### src/rtl/vip_pkg.sv
// rtl/vip_pkg.sv - shared state encoding and default widths for the VIP frame path
package vip_pkg;

  localparam int DWIDTH_DEF = 24;
  localparam int DIM_W_DEF  = 11;
  localparam int FCNT_W_DEF = 16;

  typedef enum logic [1:0] {
    ST_IDLE  = 2'd0,
    ST_RUN   = 2'd1,
    ST_DRAIN = 2'd2
  } seq_state_t;

endpackage

### src/rtl/vip_xy_counter.sv
// rtl/vip_xy_counter.sv - raster x/y counter wrapping at width/height with edge decodes
module vip_xy_counter #(
  parameter int DIM_W = 11
) (
  input  logic             clock,
  input  logic             reset,
  input  logic             clear,
  input  logic             inc,
  input  logic [DIM_W-1:0] width,
  input  logic [DIM_W-1:0] height,
  output logic [DIM_W-1:0] x,
  output logic [DIM_W-1:0] y,
  output logic             first_col,
  output logic             last_col,
  output logic             first_row,
  output logic             last_row
);

  logic [DIM_W-1:0] x_q, x_d;
  logic [DIM_W-1:0] y_q, y_d;

  always_comb begin
    first_col = (x_q == '0);
    last_col  = (x_q == width - DIM_W'(1));
    first_row = (y_q == '0);
    last_row  = (y_q == height - DIM_W'(1));
    x_d = x_q;
    y_d = y_q;
    if (clear) begin
      x_d = '0;
      y_d = '0;
    end else if (inc) begin
      // The final pixel wraps both axes so a restarted frame begins at the origin.
      if (last_col) begin
        x_d = '0;
        y_d = last_row ? '0 : y_q + DIM_W'(1);
      end else begin
        x_d = x_q + DIM_W'(1);
      end
    end
  end

  always_ff @(posedge clock or posedge reset) begin
    if (reset) begin
      x_q <= '0;
      y_q <= '0;
    end else begin
      x_q <= x_d;
      y_q <= y_d;
    end
  end

  assign x = x_q;
  assign y = y_q;

endmodule

### src/rtl/vip_frame_sequencer.sv
// rtl/vip_frame_sequencer.sv - pops width*height pixels from a show-ahead FIFO and
// streams them out registered, tagged with SOF/EOL/EOF and x/y coordinates
module vip_frame_sequencer
  import vip_pkg::*;
#(
  parameter int DWIDTH = DWIDTH_DEF,
  parameter int DIM_W  = DIM_W_DEF,
  parameter int FCNT_W = FCNT_W_DEF
) (
  input  logic              clock,
  input  logic              reset,
  input  logic              start,
  input  logic              stop,
  input  logic [DIM_W-1:0]  cfg_width,
  input  logic [DIM_W-1:0]  cfg_height,
  input  logic              cfg_continuous,
  input  logic              fifo_empty,
  input  logic [DWIDTH-1:0] fifo_q,
  output logic              fifo_rdreq,
  output logic              out_valid,
  input  logic              out_ready,
  output logic [DWIDTH-1:0] out_data,
  output logic              out_sof,
  output logic              out_eol,
  output logic              out_eof,
  output logic [DIM_W-1:0]  out_x,
  output logic [DIM_W-1:0]  out_y,
  output logic              busy,
  output logic              frame_done,
  output logic              cfg_error,
  output logic [FCNT_W-1:0] frame_cnt
);

  seq_state_t state_q, state_d;

  logic [DIM_W-1:0]  width_q, width_d;
  logic [DIM_W-1:0]  height_q, height_d;
  logic              cont_q, cont_d;
  logic              stop_pend_q, stop_pend_d;
  logic              out_valid_q, out_valid_d;
  logic [DWIDTH-1:0] out_data_q, out_data_d;
  logic              out_sof_q, out_sof_d;
  logic              out_eol_q, out_eol_d;
  logic              out_eof_q, out_eof_d;
  logic [DIM_W-1:0]  out_x_q, out_x_d;
  logic [DIM_W-1:0]  out_y_q, out_y_d;
  logic              busy_q, busy_d;
  logic              frame_done_q, frame_done_d;
  logic              cfg_error_q, cfg_error_d;
  logic [FCNT_W-1:0] frame_cnt_q, frame_cnt_d;

  logic             cfg_ok, accept, stop_seen;
  logic             load, cnt_clear, frame_end;
  logic [DIM_W-1:0] rd_x, rd_y;
  logic             first_col, last_col, first_row, last_row;

  assign cfg_ok    = (cfg_width != '0) && (cfg_height != '0);
  assign accept    = out_valid_q && out_ready;
  assign stop_seen = stop_pend_q || stop;

  vip_xy_counter #(
    .DIM_W(DIM_W)
  ) u_rd_xy (
    .clock     (clock),
    .reset     (reset),
    .clear     (cnt_clear),
    .inc       (load),
    .width     (width_q),
    .height    (height_q),
    .x         (rd_x),
    .y         (rd_y),
    .first_col (first_col),
    .last_col  (last_col),
    .first_row (first_row),
    .last_row  (last_row)
  );

  always_ff @(posedge clock or posedge reset) begin
    if (reset) state_q <= ST_IDLE;
    else       state_q <= state_d;
  end

  always_comb begin
    state_d = state_q;
    unique case (state_q)
      ST_IDLE:  if (start && cfg_ok) state_d = ST_RUN;
      ST_RUN:   if (load && last_col && last_row) state_d = ST_DRAIN;
      ST_DRAIN: if (accept) state_d = (cont_q && !stop_seen) ? ST_RUN : ST_IDLE;
      default:  state_d = ST_IDLE;
    endcase
  end

  always_comb begin
    load      = 1'b0;
    cnt_clear = 1'b0;
    frame_end = 1'b0;
    unique case (state_q)
      ST_IDLE:  cnt_clear = start && cfg_ok;
      ST_RUN:   load = !fifo_empty && (!out_valid_q || out_ready);
      ST_DRAIN: begin
        frame_end = accept;
        cnt_clear = accept;
      end
      default: ;
    endcase
  end

  assign fifo_rdreq = load;

  always_comb begin
    width_d  = width_q;
    height_d = height_q;
    cont_d   = cont_q;
    if (state_q == ST_IDLE && start && cfg_ok) begin
      width_d  = cfg_width;
      height_d = cfg_height;
      cont_d   = cfg_continuous;
    end

    // Stop is only honoured at a frame boundary, so it is held until IDLE is reached.
    stop_pend_d = stop_pend_q;
    if (state_d == ST_IDLE)      stop_pend_d = 1'b0;
    else if (state_q != ST_IDLE) stop_pend_d = stop_pend_q || stop;

    out_valid_d = out_valid_q && !out_ready;
    out_data_d  = out_data_q;
    out_sof_d   = out_sof_q;
    out_eol_d   = out_eol_q;
    out_eof_d   = out_eof_q;
    out_x_d     = out_x_q;
    out_y_d     = out_y_q;
    if (load) begin
      out_valid_d = 1'b1;
      out_data_d  = fifo_q;
      out_sof_d   = first_col && first_row;
      out_eol_d   = last_col;
      out_eof_d   = last_col && last_row;
      out_x_d     = rd_x;
      out_y_d     = rd_y;
    end

    busy_d       = (state_d != ST_IDLE);
    frame_done_d = frame_end;
    frame_cnt_d  = frame_end ? frame_cnt_q + FCNT_W'(1) : frame_cnt_q;
    cfg_error_d  = (state_q == ST_IDLE) && start && !cfg_ok;
  end

  always_ff @(posedge clock or posedge reset) begin
    if (reset) begin
      width_q      <= '0;
      height_q     <= '0;
      cont_q       <= 1'b0;
      stop_pend_q  <= 1'b0;
      out_valid_q  <= 1'b0;
      out_data_q   <= '0;
      out_sof_q    <= 1'b0;
      out_eol_q    <= 1'b0;
      out_eof_q    <= 1'b0;
      out_x_q      <= '0;
      out_y_q      <= '0;
      busy_q       <= 1'b0;
      frame_done_q <= 1'b0;
      cfg_error_q  <= 1'b0;
      frame_cnt_q  <= '0;
    end else begin
      width_q      <= width_d;
      height_q     <= height_d;
      cont_q       <= cont_d;
      stop_pend_q  <= stop_pend_d;
      out_valid_q  <= out_valid_d;
      out_data_q   <= out_data_d;
      out_sof_q    <= out_sof_d;
      out_eol_q    <= out_eol_d;
      out_eof_q    <= out_eof_d;
      out_x_q      <= out_x_d;
      out_y_q      <= out_y_d;
      busy_q       <= busy_d;
      frame_done_q <= frame_done_d;
      cfg_error_q  <= cfg_error_d;
      frame_cnt_q  <= frame_cnt_d;
    end
  end

  assign out_valid  = out_valid_q;
  assign out_data   = out_data_q;
  assign out_sof    = out_sof_q;
  assign out_eol    = out_eol_q;
  assign out_eof    = out_eof_q;
  assign out_x      = out_x_q;
  assign out_y      = out_y_q;
  assign busy       = busy_q;
  assign frame_done = frame_done_q;
  assign cfg_error  = cfg_error_q;
  assign frame_cnt  = frame_cnt_q;

endmodule
### config.mk
export PLATFORM = sky130hd
export DESIGN_NAME = vip_frame_sequencer
export DESIGN_NICKNAME = d
export VERILOG_FILES = /design/src/rtl/vip_pkg.sv /design/src/rtl/vip_xy_counter.sv /design/src/rtl/vip_frame_sequencer.sv
export SDC_FILE = /design/constraint.sdc
export NUM_CORES = 1
export LEC_CHECK = 0
export ABC_AREA = 1
export CORE_UTILIZATION = 30
export DETAILED_ROUTE_END_ITERATION = 16
export HOLD_SLACK_MARGIN = 0.03
export PLACE_DENSITY = 0.58
export REMOVE_ABC_BUFFERS = 1
export SYNTH_ARGS = -nofsm -noshare
export SYNTH_HDL_FRONTEND = slang
export SYNTH_SLANG_ARGS = --single-unit
### constraint.sdc
create_clock -name clock -period 10.05 [get_ports clock]
set_input_delay 2.01 -clock clock [delete_from_list [all_inputs] [get_ports clock]]
set_output_delay 2.01 -clock clock [all_outputs]
set_load 0.01 [all_outputs]
==> run_results.csv <==
group,metric,value,unit
status,status,"complete, no violations",
critical_path,end_kind,"output port",
global_routing,grt_start_max_net_pins,79,
synthesis,syn_area,5939,um2
clock_tree,root_buffer,"clkbuf_16",
clock_tree,postCtsHoldBufs,0,
power,power.leakage,3.839,nW
global_routing,grt_pass1_wl,25550,um
sta,tns,0,ps
job,max-cap-violations,0,
cells_and_area,area_growth,36.15,%
placed_design,placedCellCount,1132,
critical_path,path_cells,"clkdlybuf4s50_1, nor2_1, nor3_4, buf_4, clkdlybuf4s50_1",
sta,slew_headroom,33.21,%
synthesis,async_flop_share,100.0,%
critical_path,required,8040,ps
critical_path,crit_path_top_delay_cell,"clkdlybuf4s50_1",
critical_path,cp-start-kind,"primary input",
sta,fin_crit,5829,ps
detailed_routing,wl_per_cell,13.03,um
critical_path,timing.rr.start,"state_q[1]",
cells_and_area,fin_cells,1163,
synthesis,syn-instance-count,760,
clock_tree,clock_latency,410,ps
critical_path,r2r_slack,7320,ps
synthesis,syn_area_per_cell,7.815,um2
clock_tree,cts_buffers,17,
critical_path,crit_path_end,"fifo_rdreq",
sta,worstMarginPinSlew,1002,ps
global_routing,grt_pass1_vias,5227,
detailed_routing,drt_pass1_iterations,6,
floorplanning,die_x,142.7,um
synthesis,seq_area_frac_synth,49.29,%
synthesis,synth_top_area_cell,"dfrtp_1",
detailed_routing,route.detailed.drc,0,
floorplanning,die_h,142.7,um
critical_path,crit_top_cell,"clkdlybuf4s50_1",
critical_path,startpoint,"out_ready",
synthesis,yosysUniqueCellTypes,31,
placed_design,numPortBuffers,122,
global_routing,grt.overflow.total,0,
placed_design,gp_congestion,0.8177,
clock_tree,cts_setup_buffers,0,
sta,rsz0062_at_grt,"no",
synthesis,synth_ff_type,"dfrtp_1",
sta,skew,8.811,ps
cells_and_area,n_antenna_cell,0,
detailed_routing,finalWirelength,15160,um
critical_path,ff2ff_path_depth,7,
synthesis,synth-seq-cells,117,
synthesis,synth_warnings,0,
cells_and_area,nets,946,
detailed_routing,drtIter0Drc,325,
critical_path,slowest_delay,610,ps
floorplanning,rows,51,
power,peakVddDrop,0.1238,mV
power,power_density,227.4,nW/um2
clock_tree,cts.clk_slew.worst_paths,50,ps
worst_hold_path,min_path_type,"flop to flop",
floorplanning,fp.dieArea,20360,um2
placed_design,dp_hpwl,11080,um
global_routing,antenna_found_initial,0,
clock_tree,cts.repair.resized,0,
sta,final_max_slew_viol_count,0,
floorplanning,coreArea,19460,um2
detailed_routing,via_per_inst,4.416,
sta,max_freq,0.1716,GHz
floorplanning,start_util,30.52,%
detailed_routing,postRouteAntennaNets,0,
global_routing,grtUsageTotal,16.06,%
critical_path,crit_arrival,3820,ps
synthesis,synth_area_leaders,"dfrtp_1 49%, nand2_1 16%, inv_1 5.4%",
clock_tree,cts_num_sinks,117,
critical_path,rr_endpoint,"u_rd_xy.y[0]",
critical_path,cp_max_fo,33,
sta,setup-violations-final,0,
floorplanning,ios,123,
detailed_routing,vias,5136,
cells_and_area,drive_above_1_share,6.682,%
clock_tree,cts_tree,"built",
synthesis,synth_edf_count,0,
clock_tree,h-tree-depth,4,
synthesis,yosys.area.top_type_share,49.29,%
critical_path,critical_path_class,"primary input to output port",
clock_tree,cts_max_path_buffers,2,
sta,finalHoldViolations,0,
sta,period_share,58.00,%
cell families after synthesis:
logic type	count (synthesis)	share of synthesized area, %
simple gates	426	31.30
flops	117	49.29
buf+inv	106	6.741
compound gates	70	6.151
xor+xnor	33	4.866
fa+ha+maj	7	1.475
mux	1	0.1685
stage by stage:
| step | area (um2) | util, % | hold slack (ps) | worst slack (ps) | power, mW |
|---|---|---|---|---|---|
| floorplan | 5869 | - | 449.6 | 4768 | 0.9900 |
| global placement | 7453 | 38.30 | 453.9 | 4206 | 1.190 |
| detailed placement | 7453 | 38.30 | 459.9 | 4200 | 1.200 |
| CTS | 8087 | 41.55 | 472.6 | 4201 | 1.859 |
| global route | 8087 | 41.55 | 484.5 | 4097 | 1.970 |
| finish | 8087 | 41.55 | 468.7 | 4221 | 1.839 |
final cells by class:
cell class / count / area, um2
fillers: 1977 / 11380
flip-flops and latches: 117 / 2928
multi-input cells: 537 / 2618
repair buffers: 125 / 1244
clock buffers: 22 / 484.2
inverters: 88 / 332.8
well taps: 265 / 331.6
clock inverters: 9 / 148.9
flip-flops by register name (all words and copies together) (netlist names), 2 cells and up:
name / flops
frame_cnt: 16
out_x: 11
out_y: 11
width_q: 11
u_rd_xy.x: 11
u_rd_xy.y: 11
height_q: 11
out_data: 24
state_q: 2
worst max-delay path: cells and delay by family:
kind,cells,cell delay (ps)
buffers and inverters,3,1530
and+or+nand+nor,2,260
cell usage after synthesis, types with 6 or more instances:
library cell / instances
nand4_1: 11
xnor2_1: 15
o21ai_0: 49
ha_1: 7
nor2_1: 56
nor2_2: 7
o22ai_1: 6
nor4_1: 7
nor3_1: 8
nand3_1: 56
o21ai_1: 9
inv_1: 86
xor2_1: 18
dfrtp_1: 117
clkbuf_1: 16
nand2_1: 260
layout by cell type (no fill, tap or decap), types with 2 or more instances in the layout:
cell             count
nand2_1            260
clkdlybuf4s50_1    122
dfrtp_1            117
inv_1               84
nor2_1              56
nand3_1             56
o21ai_0             49
xor2_1              18
clkbuf_16           17
xnor2_1             15
nand4_1             11
o21ai_1              9
nor3_1               8
nor4_1               7
nor2_2               7
ha_1                 7
o22ai_1              6
nand2_2              4
nor2_4               4
nand3b_1             4
bufinv_16            4
clkbuf_8             4
clkinv_2             4
inv_2                3
nand3_2              3
a21oi_1              3
buf_4                3
o31ai_1              2
worst min-delay path by stage:
stage                    end  slack, ps          start  cells after the start
2_1_floorplan         cont_q        450         cont_q                      2
3_3_place_gp    out_data[10]        450   out_data[10]                      2
3_5_place_dp    out_data[10]        460   out_data[10]                      2
4_1_cts        frame_cnt[15]        470  frame_cnt[15]                      1
5_1_grt         out_data[13]        480   out_data[13]                      2
6_report         out_data[4]        470    out_data[4]                      2
power by group:
group	switching [mW]	total [mW]	internal, mW	leakage [nW]
Combinational	0.312	0.544	0.232	2.01
Sequential	0.0836	0.645	0.562	1.51
Clock	0.211	0.649	0.438	0.316
routing by layer:
metal / global-route usage (%) / up-vias / share of wire, %
met4: 4.414 / 0 / 0.96
met5: 0 / - / 0
met2: 26.47 / 84 / 47
met1: 20.72 / 2385 / 47
li1: - / 2652 / -
met3: 4.192 / 15 / 4.6
Note: power is estimated with default switching activity, not from simulation.
